$ cat src/rtl/input_conditioner.sv
// ---------------------------------------------------------------------------
// input_conditioner
//
// Cleans up the raw front-panel inputs of the controller before the rest of
// the logic sees them. Every raw line is first brought into the clock domain
// through a two-flop synchronizer. After that, each push-button and the door
// switch is filtered by its own debounce counter. The ten keypad lines are
// filtered by a small FSM that accepts only one key at a time and emits a
// single strobe per accepted press.
//
// Parameters
//   DEBOUNCE_CYCLES  consecutive stable cycles needed to accept a change (>= 2)
//
// Ports
//   clock            system clock, all flops use the rising edge
//   resetn           asynchronous active-low reset
//   key_raw[9:0]     raw keypad lines, 1 = pressed, bit n = digit n
//   startn_raw       raw start button, 0 = pressed
//   stopn_raw        raw stop button, 0 = pressed
//   clearn_raw       raw clear button, 0 = pressed
//   door_closed_raw  raw door switch, 1 = closed
//   keypad[9:0]      debounced one-hot key code, zero when no key is accepted
//   key_strobe       one-cycle pulse on the cycle keypad becomes nonzero
//   startn           debounced start button, active low
//   stopn            debounced stop button, active low
//   clearn           debounced clear button, active low
//   door_closed      debounced door state, 1 = closed
// ---------------------------------------------------------------------------
module input_conditioner #(
   parameter int DEBOUNCE_CYCLES = 16
) (
   input  logic       clock,
   input  logic       resetn,
   input  logic [9:0] key_raw,
   input  logic       startn_raw,
   input  logic       stopn_raw,
   input  logic       clearn_raw,
   input  logic       door_closed_raw,
   output logic [9:0] keypad,
   output logic       key_strobe,
   output logic       startn,
   output logic       stopn,
   output logic       clearn,
   output logic       door_closed
);

   localparam int CW = $clog2(DEBOUNCE_CYCLES + 1);
   localparam logic [CW-1:0] CNT_LAST     = CW'(DEBOUNCE_CYCLES - 1);
   localparam logic [CW-1:0] CNT_PRE_LAST = CW'(DEBOUNCE_CYCLES - 2);
   localparam logic [CW-1:0] CNT_ONE      = CW'(1);

   // Button/door channels are packed as {door, clear, stop, start}.
   // The inactive level is released buttons (1) and an open door (0).
   localparam logic [3:0] BTN_INACTIVE = 4'b0111;

   typedef enum logic [1:0] {
      IDLE,
      DEBOUNCE,
      PRESSED,
      RELEASE
   } key_state_t;

   logic [9:0]    key_meta;
   logic [9:0]    key_sync;
   logic [3:0]    btn_raw;
   logic [3:0]    btn_meta;
   logic [3:0]    btn_sync;
   logic [3:0]    btn_out;
   logic [CW-1:0] btn_cnt [4];

   key_state_t    state;
   key_state_t    state_next;
   logic [CW-1:0] key_cnt;
   logic [CW-1:0] key_cnt_next;
   logic [9:0]    key_cap;
   logic [9:0]    key_cap_next;
   logic [9:0]    keypad_next;
   logic          strobe_next;

   assign btn_raw = {door_closed_raw, clearn_raw, stopn_raw, startn_raw};

   // Two-flop synchronizers for every raw line. During reset they hold the
   // inactive level so that nothing downstream sees a phantom press when
   // reset is released.
   always_ff @(posedge clock or negedge resetn) begin
      if (!resetn) begin
         key_meta <= '0;
         key_sync <= '0;
         btn_meta <= BTN_INACTIVE;
         btn_sync <= BTN_INACTIVE;
      end else begin
         key_meta <= key_raw;
         key_sync <= key_meta;
         btn_meta <= btn_raw;
         btn_sync <= btn_meta;
      end
   end

   // Button and door debouncers. Each channel counts the cycles in which the
   // synchronized level disagrees with the accepted output, and restarts
   // from zero on any agreeing cycle. Once the counter sits at
   // DEBOUNCE_CYCLES-1 with the input still different, the input has
   // differed for DEBOUNCE_CYCLES consecutive cycles, so the output takes
   // the new level and the counter restarts. With the two synchronizer
   // stages this gives a raw-to-output latency of 2+DEBOUNCE_CYCLES.
   always_ff @(posedge clock or negedge resetn) begin
      if (!resetn) begin
         btn_out <= BTN_INACTIVE;
         for (int i = 0; i < 4; i++) begin
            btn_cnt[i] <= '0;
         end
      end else begin
         for (int i = 0; i < 4; i++) begin
            if (btn_sync[i] == btn_out[i]) begin
               btn_cnt[i] <= '0;
            end else if (btn_cnt[i] == CNT_LAST) begin
               btn_out[i] <= btn_sync[i];
               btn_cnt[i] <= '0;
            end else begin
               btn_cnt[i] <= btn_cnt[i] + CNT_ONE;
            end
         end
      end
   end

   assign startn      = btn_out[0];
   assign stopn       = btn_out[1];
   assign clearn      = btn_out[2];
   assign door_closed = btn_out[3];

   // Keypad FSM state register. keypad and key_strobe are registered here
   // so that both outputs are glitch-free flop outputs.
   always_ff @(posedge clock or negedge resetn) begin
      if (!resetn) begin
         state      <= IDLE;
         key_cnt    <= '0;
         key_cap    <= '0;
         keypad     <= '0;
         key_strobe <= 1'b0;
      end else begin
         state      <= state_next;
         key_cnt    <= key_cnt_next;
         key_cap    <= key_cap_next;
         keypad     <= keypad_next;
         key_strobe <= strobe_next;
      end
   end

   // Keypad FSM next-state logic.
   // IDLE captures a single-key vector; the capture cycle already counts as
   // the first stable cycle, so DEBOUNCE promotes to PRESSED on the edge its
   // counter would reach DEBOUNCE_CYCLES-1. That keeps the keypad latency at
   // 2+DEBOUNCE_CYCLES, the same as the buttons.
   // RELEASE has no capture cycle in front of it: it needs DEBOUNCE_CYCLES
   // all-zero cycles after the last nonzero one before returning to IDLE,
   // and any nonzero cycle (bounce or a new key) restarts that wait.
   always_comb begin
      state_next   = state;
      key_cnt_next = key_cnt;
      key_cap_next = key_cap;
      keypad_next  = keypad;
      strobe_next  = 1'b0;

      case (state)
         IDLE: begin
            if ($onehot(key_sync)) begin
               key_cap_next = key_sync;
               key_cnt_next = '0;
               state_next   = DEBOUNCE;
            end
         end

         DEBOUNCE: begin
            if (key_sync != key_cap) begin
               key_cnt_next = '0;
               state_next   = RELEASE;
            end else if (key_cnt == CNT_PRE_LAST) begin
               key_cnt_next = '0;
               keypad_next  = key_cap;
               strobe_next  = 1'b1;
               state_next   = PRESSED;
            end else begin
               key_cnt_next = key_cnt + CNT_ONE;
            end
         end

         PRESSED: begin
            if (key_sync != key_cap) begin
               keypad_next  = '0;
               key_cnt_next = '0;
               state_next   = RELEASE;
            end
         end

         RELEASE: begin
            if (key_sync != '0) begin
               key_cnt_next = '0;
            end else if (key_cnt == CNT_LAST) begin
               key_cnt_next = '0;
               state_next   = IDLE;
            end else begin
               key_cnt_next = key_cnt + CNT_ONE;
            end
         end

         default: begin
            key_cnt_next = '0;
            keypad_next  = '0;
            state_next   = IDLE;
         end
      endcase
   end

endmodule

$ cat config.mk
export PLATFORM = sky130hd
export DESIGN_NAME = input_conditioner
export DESIGN_NICKNAME = d
export VERILOG_FILES = /design/src/rtl/input_conditioner.sv
export SDC_FILE = /design/constraint.sdc
export NUM_CORES = 1
export LEC_CHECK = 0
export ABC_AREA = 1
export BUFFER_PORTS_ARGS = -buffer_cell sky130_fd_sc_hd__buf_4
export CORE_MARGIN = 5
export CORE_UTILIZATION = 43
export DETAILED_ROUTE_END_ITERATION = 8
export GPL_ROUTABILITY_DRIVEN = 0
export GPL_TIMING_DRIVEN = 1
export SLEW_MARGIN = 20
export SYNTH_ARGS = -nofsm -noshare
export SYNTH_HDL_FRONTEND = slang
export SYNTH_SLANG_ARGS = --single-unit
export TNS_END_PERCENT = 1
$ cat constraint.sdc
create_clock -name clock -period 3.25 [get_ports clock]
set_input_delay 0.325 -clock clock [delete_from_list [all_inputs] [get_ports clock]]
set_output_delay 0.325 -clock clock [all_outputs]
set_load 0.02 [all_outputs]
# ---- Yosys cells after proc, flatten, opt, wreduce, memory -nomap -nowiden
# Cells that the tools add are included.
dict set report word_totals {
  regBits 80
  input_bits 16
  out_inout_bits 15
  elab_cells 97
}
dict set report op_classes {
  addsub 14
  n_eq_ne 22
  mux 29
  bitwise_logic 4
  n_reduce_logical 11
}
# operator count
set op_table {}
lappend op_table {{5-bit 2-to-1 mux} 14}
lappend op_table {{5-bit by 4-bit equality test with 1-bit output, second input constant} 6}
lappend op_table {{10-bit 2-to-1 mux} 3}
lappend op_table {{5-bit by 1-bit adder with 5-bit output, second input constant} 5}
lappend op_table {{10-bit case mux with 2 select lines} 1}
lappend op_table {{5-bit case mux with 4 select lines} 1}
lappend op_table {{2-bit 2-to-1 mux} 6}
lappend op_table {{2-bit != test, second input constant} 6}
lappend op_table {{2-bit AND reduction} 6}
lappend op_table {{1-bit by 1-bit adder with 2-bit output} 5}
lappend op_table {{10-bit != test} 1}
lappend op_table {{10-bit nonzero test} 1}
lappend op_table {{2-bit case mux with 4 select lines} 1}
lappend op_table {{2-bit by 2-bit adder with 3-bit output} 2}
lappend op_table {{5-bit AND reduction} 1}
lappend op_table {{3-bit by 3-bit adder with 4-bit output} 1}
lappend op_table {{4-bit by 2-bit adder with 4-bit output} 1}
lappend op_table {{1-bit equality test} 4}
lappend op_table {{2-bit equality test, second input constant} 2}
lappend op_table {{4-bit by 1-bit equality test with 1-bit output, second input constant} 1}
lappend op_table {{1-bit NOT} 4}
lappend op_table {{4-bit AND reduction} 1}
lappend op_table {{1-bit 2-to-1 mux} 3}
lappend op_table {{3-bit != test, second input constant} 1}
lappend op_table {{other kinds (3)} 3}

# ---- Depth between registers and ports, before layout
# Gate-level depths: netlist of run 1.
dict set report logic_depth {
  depth_word 7
  mapped_depth 16
  ltp_nobuf 16
}

# ---- Worst setup path after synthesis of run 1
# OpenSTA, ideal clock, no wires.
dict set report synth_path {
  path_type {flip-flop to flip-flop}
  start {register key_sync[0]}
  end {register key_cap[5]}
  setup_ns 0.125
  arrival_ns 3.445
  required_time_ns 3.125
  slack_ns -0.320
  stages_incl_launch_ff 14
  path_buffers 0
  period_less_slack_ns 3.570
  cell_sequence {dfrtp_1 > fa_1 > fa_1 > inv_1 > fa_1 > inv_1 > ha_1 > inv_1 > fa_1 > nand2_1 > a21oi_1 > o21ai_0 > nor2_2 > mux2_2}
}
dict set report synth_between {
  elab_chain_len 6
}
# item line
set synth_lines {}
lappend synth_lines {{start, declared} 64} ;# logic [9:0] key_sync;
lappend synth_lines {{start signal, assigned} 93} ;# key_sync <= key_meta;
lappend synth_lines {{1-bit by 1-bit adder with 2-bit output (implied by the code)} 166} ;# if ($onehot(key_sync)) begin
lappend synth_lines {{2-bit by 2-bit adder with 3-bit output (implied by the code)} 166}
lappend synth_lines {{3-bit by 3-bit adder with 4-bit output (implied by the code)} 166}
lappend synth_lines {{4-bit by 2-bit adder with 4-bit output (implied by the code)} 166}
lappend synth_lines {{4-bit by 1-bit equality test with 1-bit output} 166}
lappend synth_lines {{2-bit AND reduction (no source line)} n/a}
lappend synth_lines {{end signal, assigned} 143} ;# key_cap <= key_cap_next;
lappend synth_lines {{end, declared} 75} ;# logic [9:0] key_cap;
# No other way between the ends.
# A chain may end at the register's enable or synchronous reset.

# ---- Worst setup path after layout of run 1
dict set report layout_path {
  start {register key_sync[7]}
  end {register key_cap[5]}
}
# The elaborated chain is that of the path after synthesis.

==> out/results.tsv, run 1 <==
stage	metric	value	unit
route	antenna viol nets, final	0	
timing	Slew Limit Fails	0	
yosys	sequential share of the synthesized area	0.532	
placement	dpl hpwl	4.59	mm
yosys	async set-reset flop share out of synthesis	1.00	
global_route	pin count of the biggest net entering global routing	81	
critical_path	Critical Path Start	key_sync[7]$_DFF_PN0_	
yosys	syn_nets	421	
placement	Setup WS pre-CTS	-292	ps
placement	placed inst area	4170	µm²
power_and_ir_drop	Clk pwr share	0.250	
critical_path	Arr. time, crit path	3750	ps
route	first-iteration detailed-routing DRC count	93	
timing	Final Setup Violations	17	
critical_path	Worst path max stage delay	510	ps
flow_run	maxcap violations	0	
power_and_ir_drop	peak supply drop	389	µV
yosys	Yosys reg bits	80	
clock_network	CTS sink cnt	80	
timing	Final Hold Vio Count	17	
floorplan	die area	10800	µm²
timing	Worst Tran Pin Value	710	ps
timing	final setup skew	14.5	ps
critical_path	CP Data Required Time	3500	ps
critical_path	CP Launch Type	flip-flop	
power_and_ir_drop	register share of total power	0.420	
global_route	grt total ovfl	0	
power_and_ir_drop	Net Sw Frac	0.367	
yosys	cells after synthesis	383	
cells_and_area	P&R area growth vs syn	17.5	%
critical_path	Crit Path Class	reg -> reg	
yosys	Netlist cell types	32	
clock_network	clock insertion delay at the later pin of the skew report	350	ps
clock_network	clk buf depth	2	
timing	Hold Slack	-31.0	ps
yosys	syn avg cell area	9.87	µm²
route	final WL	6.31	mm
yosys	Most used DFF post-synth	dfrtp_1	
critical_path	Critical Path Slowest Stage Cell	fa_1	
floorplan	starting density of the core	0.438	
yosys	Syn. warnings	0	
cells_and_area	fin util	0.514	
floorplan	Placeable Area	8640	µm²
yosys	main area contributors after synthesis	dfrtp_1 (47%), nand2_1 (8.8%), dfstp_2 (6.3%)	
yosys	share of the synthesized area in the top cell type	0.470	
timing	fmax	285	MHz
floorplan	Die Wd	104	µm
global_route	gr usage total	0.128	
critical_path	reg-to-reg startpoint	key_sync[7]$_DFF_PN0_	
clock_network	CTS tree	done	
critical_path	Worst setup EP type	flip-flop	
critical_path	crit-path most repeated cell	fa_1	
global_route	first-pass GRT wire length	11.4	mm
cells_and_area	net count reported at finish	470	
power_and_ir_drop	PD cells	693	nW/µm²
timing	Tcrit/Tclk final	1.08	
clock_network	hold buffer count at CTS	0	
power_and_ir_drop	Net Sw Power	1130	µW
clock_network	CTS buffer count	9	
placement	number of port buffers	30	
timing	Final WS setup	-256	ps
hold_path	HP Class	in -> async	
yosys	commonest cells in the netlist	nand2_1 (89), dfrtp_1 (71), inv_1 (46)	
run_status	status	complete, but fails checks	
yosys	number of synthesized flops with an enable pin	0	
clock_network	htree depth	3	
route	vias per cell	4.64	
cells_and_area	# diodes	0	
power_and_ir_drop	Pleak	0.00223	µW
clock_network	clock root buffer	clkbuf_8	
route	DRT Pass-1 Iters	5	
global_route	vias in the first global route	2530	
timing	RSZ-0062 raised after global routing	true	
critical_path	CP Cell Sequence	fa_1 -> fa_1 -> inv_1 -> fa_1 -> inv_1 -> ha_2 -> inv_2 -> fa_1 -> nand2_1 -> a21oi_2 -> o21ai_2 -> nor2_4 -> mux2_4	
timing	Tmin final	3510	ps
global_route	initial antenna violation count	0	
yosys	most frequent cell after synthesis	nand2_1	
critical_path	critical-path maximum fanout	4	
route	DRC violations left	0	
run_status	violations in the final reports	negative hold slack, negative setup slack	
clock_network	CTS clk-pin slew, worst paths	90	ps
cells_and_area	fin area	4440	µm²
floorplan	die height	104	µm
power_and_ir_drop	P_int	1950	µW
critical_path	Reg2Reg Depth	13	
timing	Slew headroom	0.527	
cells_and_area	fraction of layout cells with a size suffix above 1	0.261	
route	DR WL/cell	11.6	µm
route	routed vias	2531	
yosys	mapped cell area	3780	µm²
yosys	Yosys top cell by area	dfrtp_1	
floorplan	I/O Pins	31	
floorplan	row cnt	34	
power_and_ir_drop	Combinational Power Share	0.329	
-- per-layer routing --
metal  track usage  vias to the layer above  wire [µm]
li1              -                     1303          -
met1         0.172                     1186       3100
met2         0.196                       37       2860
met3        0.0485                        5        282
met4        0.0333                        0         70
met5             0                        -          0
-- through the flow --
stage | cells | hold WS [ps] | total power [µW] | TNS [ps]
after detailed placement | 525 | 335 | 2300 | -3930
final | 545 | -31.0 | 3080 | -3040
after floorplan | 383 | 29.4 | 2060 | -2590
after global placement | 525 | 335 | 2280 | -2380
after CTS | 543 | 48.4 | 3100 | -3730
after global routing | 545 | 35.8 | 3330 | -5980
-- cell families after synthesis --
group                    after synthesis  synth area share
AO/OA/AOI/OAI                         36            0.0589
multiplexers                           5            0.0149
XOR/XNOR                              14            0.0324
AND/OR/NAND/NOR                      172             0.216
buffers and inverters                 54            0.0602
flip-flops                            80             0.532
adder cells (fa/ha/maj)               22            0.0847
-- placed cells by master (no fill, tap or decap), drive strengths merged --
master	count
a21oi	5
xnor2	9
mux2	5
clkbuf	10
dfstp	9
clkinv	1
nor2	35
o21ai	29
clkinvlp	1
nand4	1
and3	4
nand3	25
nor4	1
ha	16
xor2	5
dfrtp	71
fa	6
bufinv	1
buf	42
nand2	102
o21a	2
inv	53
nor3	4
-- final cells by class --
cell class	count	area, µm²
well taps	108	135
inverters	50	190
multi-input cells	249	1560
clock buffers	10	138
repair buffers	42	330
fillers	769	4190
clock inverters	6	75.1
flip-flops and latches	80	2010
-- worst paths after layout --
kind                                          endpoint  slack [ps]
worst max-delay path            key_cap[5]$_DFFE_PN0P_        -260
max in group asynchronous         btn_cnt[0]$_DFF_PN0_        2760
min in group clock               btn_meta[0]$_DFF_PN1_          70
worst min-delay path             keypad[0]$_DFFE_PN0P_         -30
worst max register to register  key_cap[5]$_DFFE_PN0P_        -260
worst min register to register   key_sync[7]$_DFF_PN0_         350
-- what timing repair did --
| action | 4_1_cts | 5_1_grt |
|---|---|---|
| setup endpoints to repair | 17 | 17 |
| pin swaps | 6 | 1 |
| setup buffers | 2 | 1 |
| resized for setup | 4 | 8 |
| cloned | 0 | 1 |
-- registers in the layout, summed over array words and instances, names as in the netlist --
name and flops:
btn_out 4, btn_cnt 20, btn_sync 4, key_sync 10, state 2, key_strobe 1
keypad 10, key_cap 10, btn_meta 4, key_meta 10, key_cnt 5
-- power groups by stage --
| stage | logic (µW) | registers, µW | clock network (µW) |
|---|---|---|---|
| floorplan | 705 | 1350 | 0 |
| global placement | 970 | 1310 | 0 |
| detailed placement | 984 | 1310 | 0 |
| CTS | 1000 | 1300 | 807 |
| global route | 1160 | 1320 | 855 |
| finish | 1010 | 1290 | 770 |
-- worst max-delay path: cells and delay by family (launching register included) --
kind	cells	cell delay, ps
flops	1	410
fa+ha+maj	5	2080
compound gates	2	200
buf+inv	3	160
mux	1	310
simple gates	2	250
Power figures use the tool's default switching activity.
==> run 2: changes to the inputs <==
--- a/config.mk
+++ b/config.mk
@@ -12,6 +12,7 @@
 export DETAILED_ROUTE_END_ITERATION = 8
 export GPL_ROUTABILITY_DRIVEN = 0
 export GPL_TIMING_DRIVEN = 1
+export MAX_ROUTING_LAYER = met4
 export SLEW_MARGIN = 20
 export SYNTH_ARGS = -nofsm -noshare
 export SYNTH_HDL_FRONTEND = slang
==> run 2 against run 1 <==
Effect of this change: the flow still finishes with violations (negative hold slack, negative setup slack); hold slack worse by 0.77 ps; final cell count is the same; global-route usage up 0.37 points; critical endpoint unchanged; worst setup slack lost 8.2 ps; critical path depth did not move; clock power is essentially flat; via count stayed put.
==> out/results.tsv, run 2 (synthesized netlist as in run 1, its figures left out) <==
stage	metric	value	unit	change
route	DRC violations left	0		unchanged
route	final WL	6.29	mm	was 6.31 mm
cells_and_area	commonest non-fill, non-tap cell in the layout	nand2_1		unchanged
floorplan	I/O Pins	31		unchanged
global_route	grt total ovfl	0		unchanged
global_route	gr usage total	0.132		was 0.128
global_route	first-pass GRT wire length	11.4	mm	about the same
clock_network	CTS tree	done		unchanged
critical_path	CP Data Required Time	3500	ps	about the same
timing	Final Hold Vio Count	18		was 17
timing	Slew Limit Fails	0		unchanged
timing	Hold Slack	-31.8	ps	was -31.0 ps
route	vias per cell	4.64		unchanged
route	antenna viol nets, final	0		unchanged
critical_path	reg-to-reg startpoint	key_sync[7]$_DFF_PN0_		unchanged
cells_and_area	max FFs per register	20		unchanged
clock_network	CTS buffer count	9		unchanged
power_and_ir_drop	peak supply drop	389	µV	about the same
flow_run	maxcap violations	0		unchanged
hold_path	HP Class	in -> async		unchanged
floorplan	Placeable Area	8640	µm²	unchanged
clock_network	hold buffer count at CTS	0		unchanged
global_route	vias in the first global route	2532		was 2,530
placement	placed inst area	4170	µm²	unchanged
critical_path	Critical Path Slowest Stage Cell	fa_1		unchanged
cells_and_area	P&R area growth vs syn	17.6	%	was 17.5%
timing	Final WS setup	-264	ps	was -256 ps
timing	Tmin final	3510	ps	about the same
global_route	pin count of the biggest net entering global routing	81		unchanged
route	first-iteration detailed-routing DRC count	93		unchanged
timing	RSZ-0062 raised after global routing	true		unchanged
cells_and_area	footprint of the multi-input gates	1560	µm²	about the same
cells_and_area	# diodes	0		unchanged
timing	Worst Tran Pin Value	707	ps	was 710 ps
critical_path	reg-to-reg slack, setup	-260	ps	about the same
floorplan	die area	10800	µm²	unchanged
cells_and_area	FF/Latch Area	2010	µm²	unchanged
timing	Slew headroom	0.529		was 0.527
run_status	violations in the final reports	negative hold slack, negative setup slack		unchanged
cells_and_area	fraction of layout cells with a size suffix above 1	0.263		was 0.261
clock_network	CTS sink cnt	80		unchanged
critical_path	CP Launch Type	flip-flop		unchanged
route	routed vias	2531		unchanged
critical_path	crit-path most repeated cell	fa_1		unchanged
clock_network	htree depth	3		unchanged
global_route	initial antenna violation count	0		unchanged
power_and_ir_drop	Pleak	0.00223	µW	about the same
route	DRT Pass-1 Iters	5		unchanged
floorplan	die height	104	µm	unchanged
timing	fmax	285	MHz	about the same
critical_path	Arr. time, crit path	3760	ps	was 3750 ps
floorplan	Die Wd	104	µm	unchanged
cells_and_area	fin area	4450	µm²	was 4440 µm²
placement	number of port buffers	30		unchanged
clock_network	clock insertion delay at the later pin of the skew report	350	ps	about the same
critical_path	Reg2Reg Depth	13		unchanged
cells_and_area	net count reported at finish	470		unchanged
cells_and_area	highest-count cells in the layout ignoring fill and taps	nand2_1 (88), dfrtp_1 (71), inv_1 (45)		was nand2_1 (89), dfrtp_1 (71), inv_1 (45)
clock_network	clock root buffer	clkbuf_8		unchanged
placement	dpl hpwl	4.59	mm	unchanged
floorplan	starting density of the core	0.438		unchanged
critical_path	Crit path max-delay family	adder cells		unchanged
placement	Inst Count DP	525		unchanged
run_status	status	complete, but fails checks		unchanged
power_and_ir_drop	PD cells	694	nW/µm²	was 693 nW/µm²
critical_path	CP Cell Sequence	fa_1 -> fa_1 -> inv_1 -> fa_1 -> inv_1 -> ha_2 -> inv_2 -> fa_1 -> nand2_1 -> a21oi_2 -> o21ai_2 -> nor2_4 -> mux2_4		unchanged
route	DR WL/cell	11.5	µm	was 11.6 µm
floorplan	row cnt	34		unchanged
cells_and_area	fin cells	545		unchanged
critical_path	Crit Path Class	reg -> reg		unchanged
timing	Tcrit/Tclk final	1.08		about the same
critical_path	Critical Path Start	key_sync[7]$_DFF_PN0_		unchanged
timing	final setup skew	14.6	ps	was 14.5 ps
clock_network	CTS clk-pin slew, worst paths	90	ps	about the same
critical_path	CP Depth	13		unchanged
critical_path	Worst path max stage delay	510	ps	about the same
timing	Final Setup Violations	17		unchanged
cells_and_area	Filler Cells Inserted	768		was 769
critical_path	Worst Path Buf+Inv	3		unchanged
cells_and_area	Biggest register	btn_cnt		unchanged
critical_path	critical-path maximum fanout	4		unchanged
clock_network	clk buf depth	2		unchanged
critical_path	Worst setup EP type	flip-flop		unchanged
==> run 2: layout make-up <==
type	instances	area share
sequential	80	0.453
clock buffer	10	0.0310
inverter	50	0.0428
multi-input combinational	249	0.352
clock inverter	6	0.0169
timing repair buffer	42	0.0743
tap	108	0.0304
==> run 2: final timing paths <==
kind                                          end
max reg2reg                key_cap[5]$_DFFE_PN0P_
min reg2reg                 key_sync[7]$_DFF_PN0_
min                         keypad[0]$_DFFE_PN0P_
max                        key_cap[5]$_DFFE_PN0P_
max in group asynchronous    btn_cnt[0]$_DFF_PN0_
min in group clock          btn_meta[0]$_DFF_PN1_
==> run 2: per-stage QoR <==
| step | total power [µW] | worst slack [ps] | utilization | setup TNS, ps |
|---|---|---|---|---|
| after CTS | 3100 | -271 | 0.510 | -3730 |
| after detailed placement | 2300 | -292 | 0.482 | -3930 |
| final | 3090 | -264 | 0.515 | -2900 |
| after floorplan | 2060 | -284 | - | -2590 |
| after global placement | 2280 | -195 | 0.482 | -2380 |
| after global routing | 3340 | -398 | 0.515 | -5750 |
==> run 2: timing repair <==
action | in CTS | in global routing
gates resized for setup | 4 | 11
hold endpoints to repair | 0 | 0
pin swaps | 6 | 2
setup endpoints to repair | 17 | 17
buffers inserted | 2 | 1
cloned | 0 | 1
==> run 2: power by group <==
part | internal [µW] | total [µW] | switching [µW]
sequential | 1160 | 1290 | 138
combinational | 409 | 1020 | 612
clock | 388 | 772 | 384
==> run 2: metal layers <==
| metal | up-vias | wire length [µm] | global-route usage |
|---|---|---|---|
| met5 | - | 0 | - |
| met4 | 0 | 66 | 0.0333 |
| met3 | 5 | 264 | 0.0466 |
| met2 | 37 | 2850 | 0.196 |
| met1 | 1187 | 3110 | 0.174 |
| li1 | 1302 | - | - |
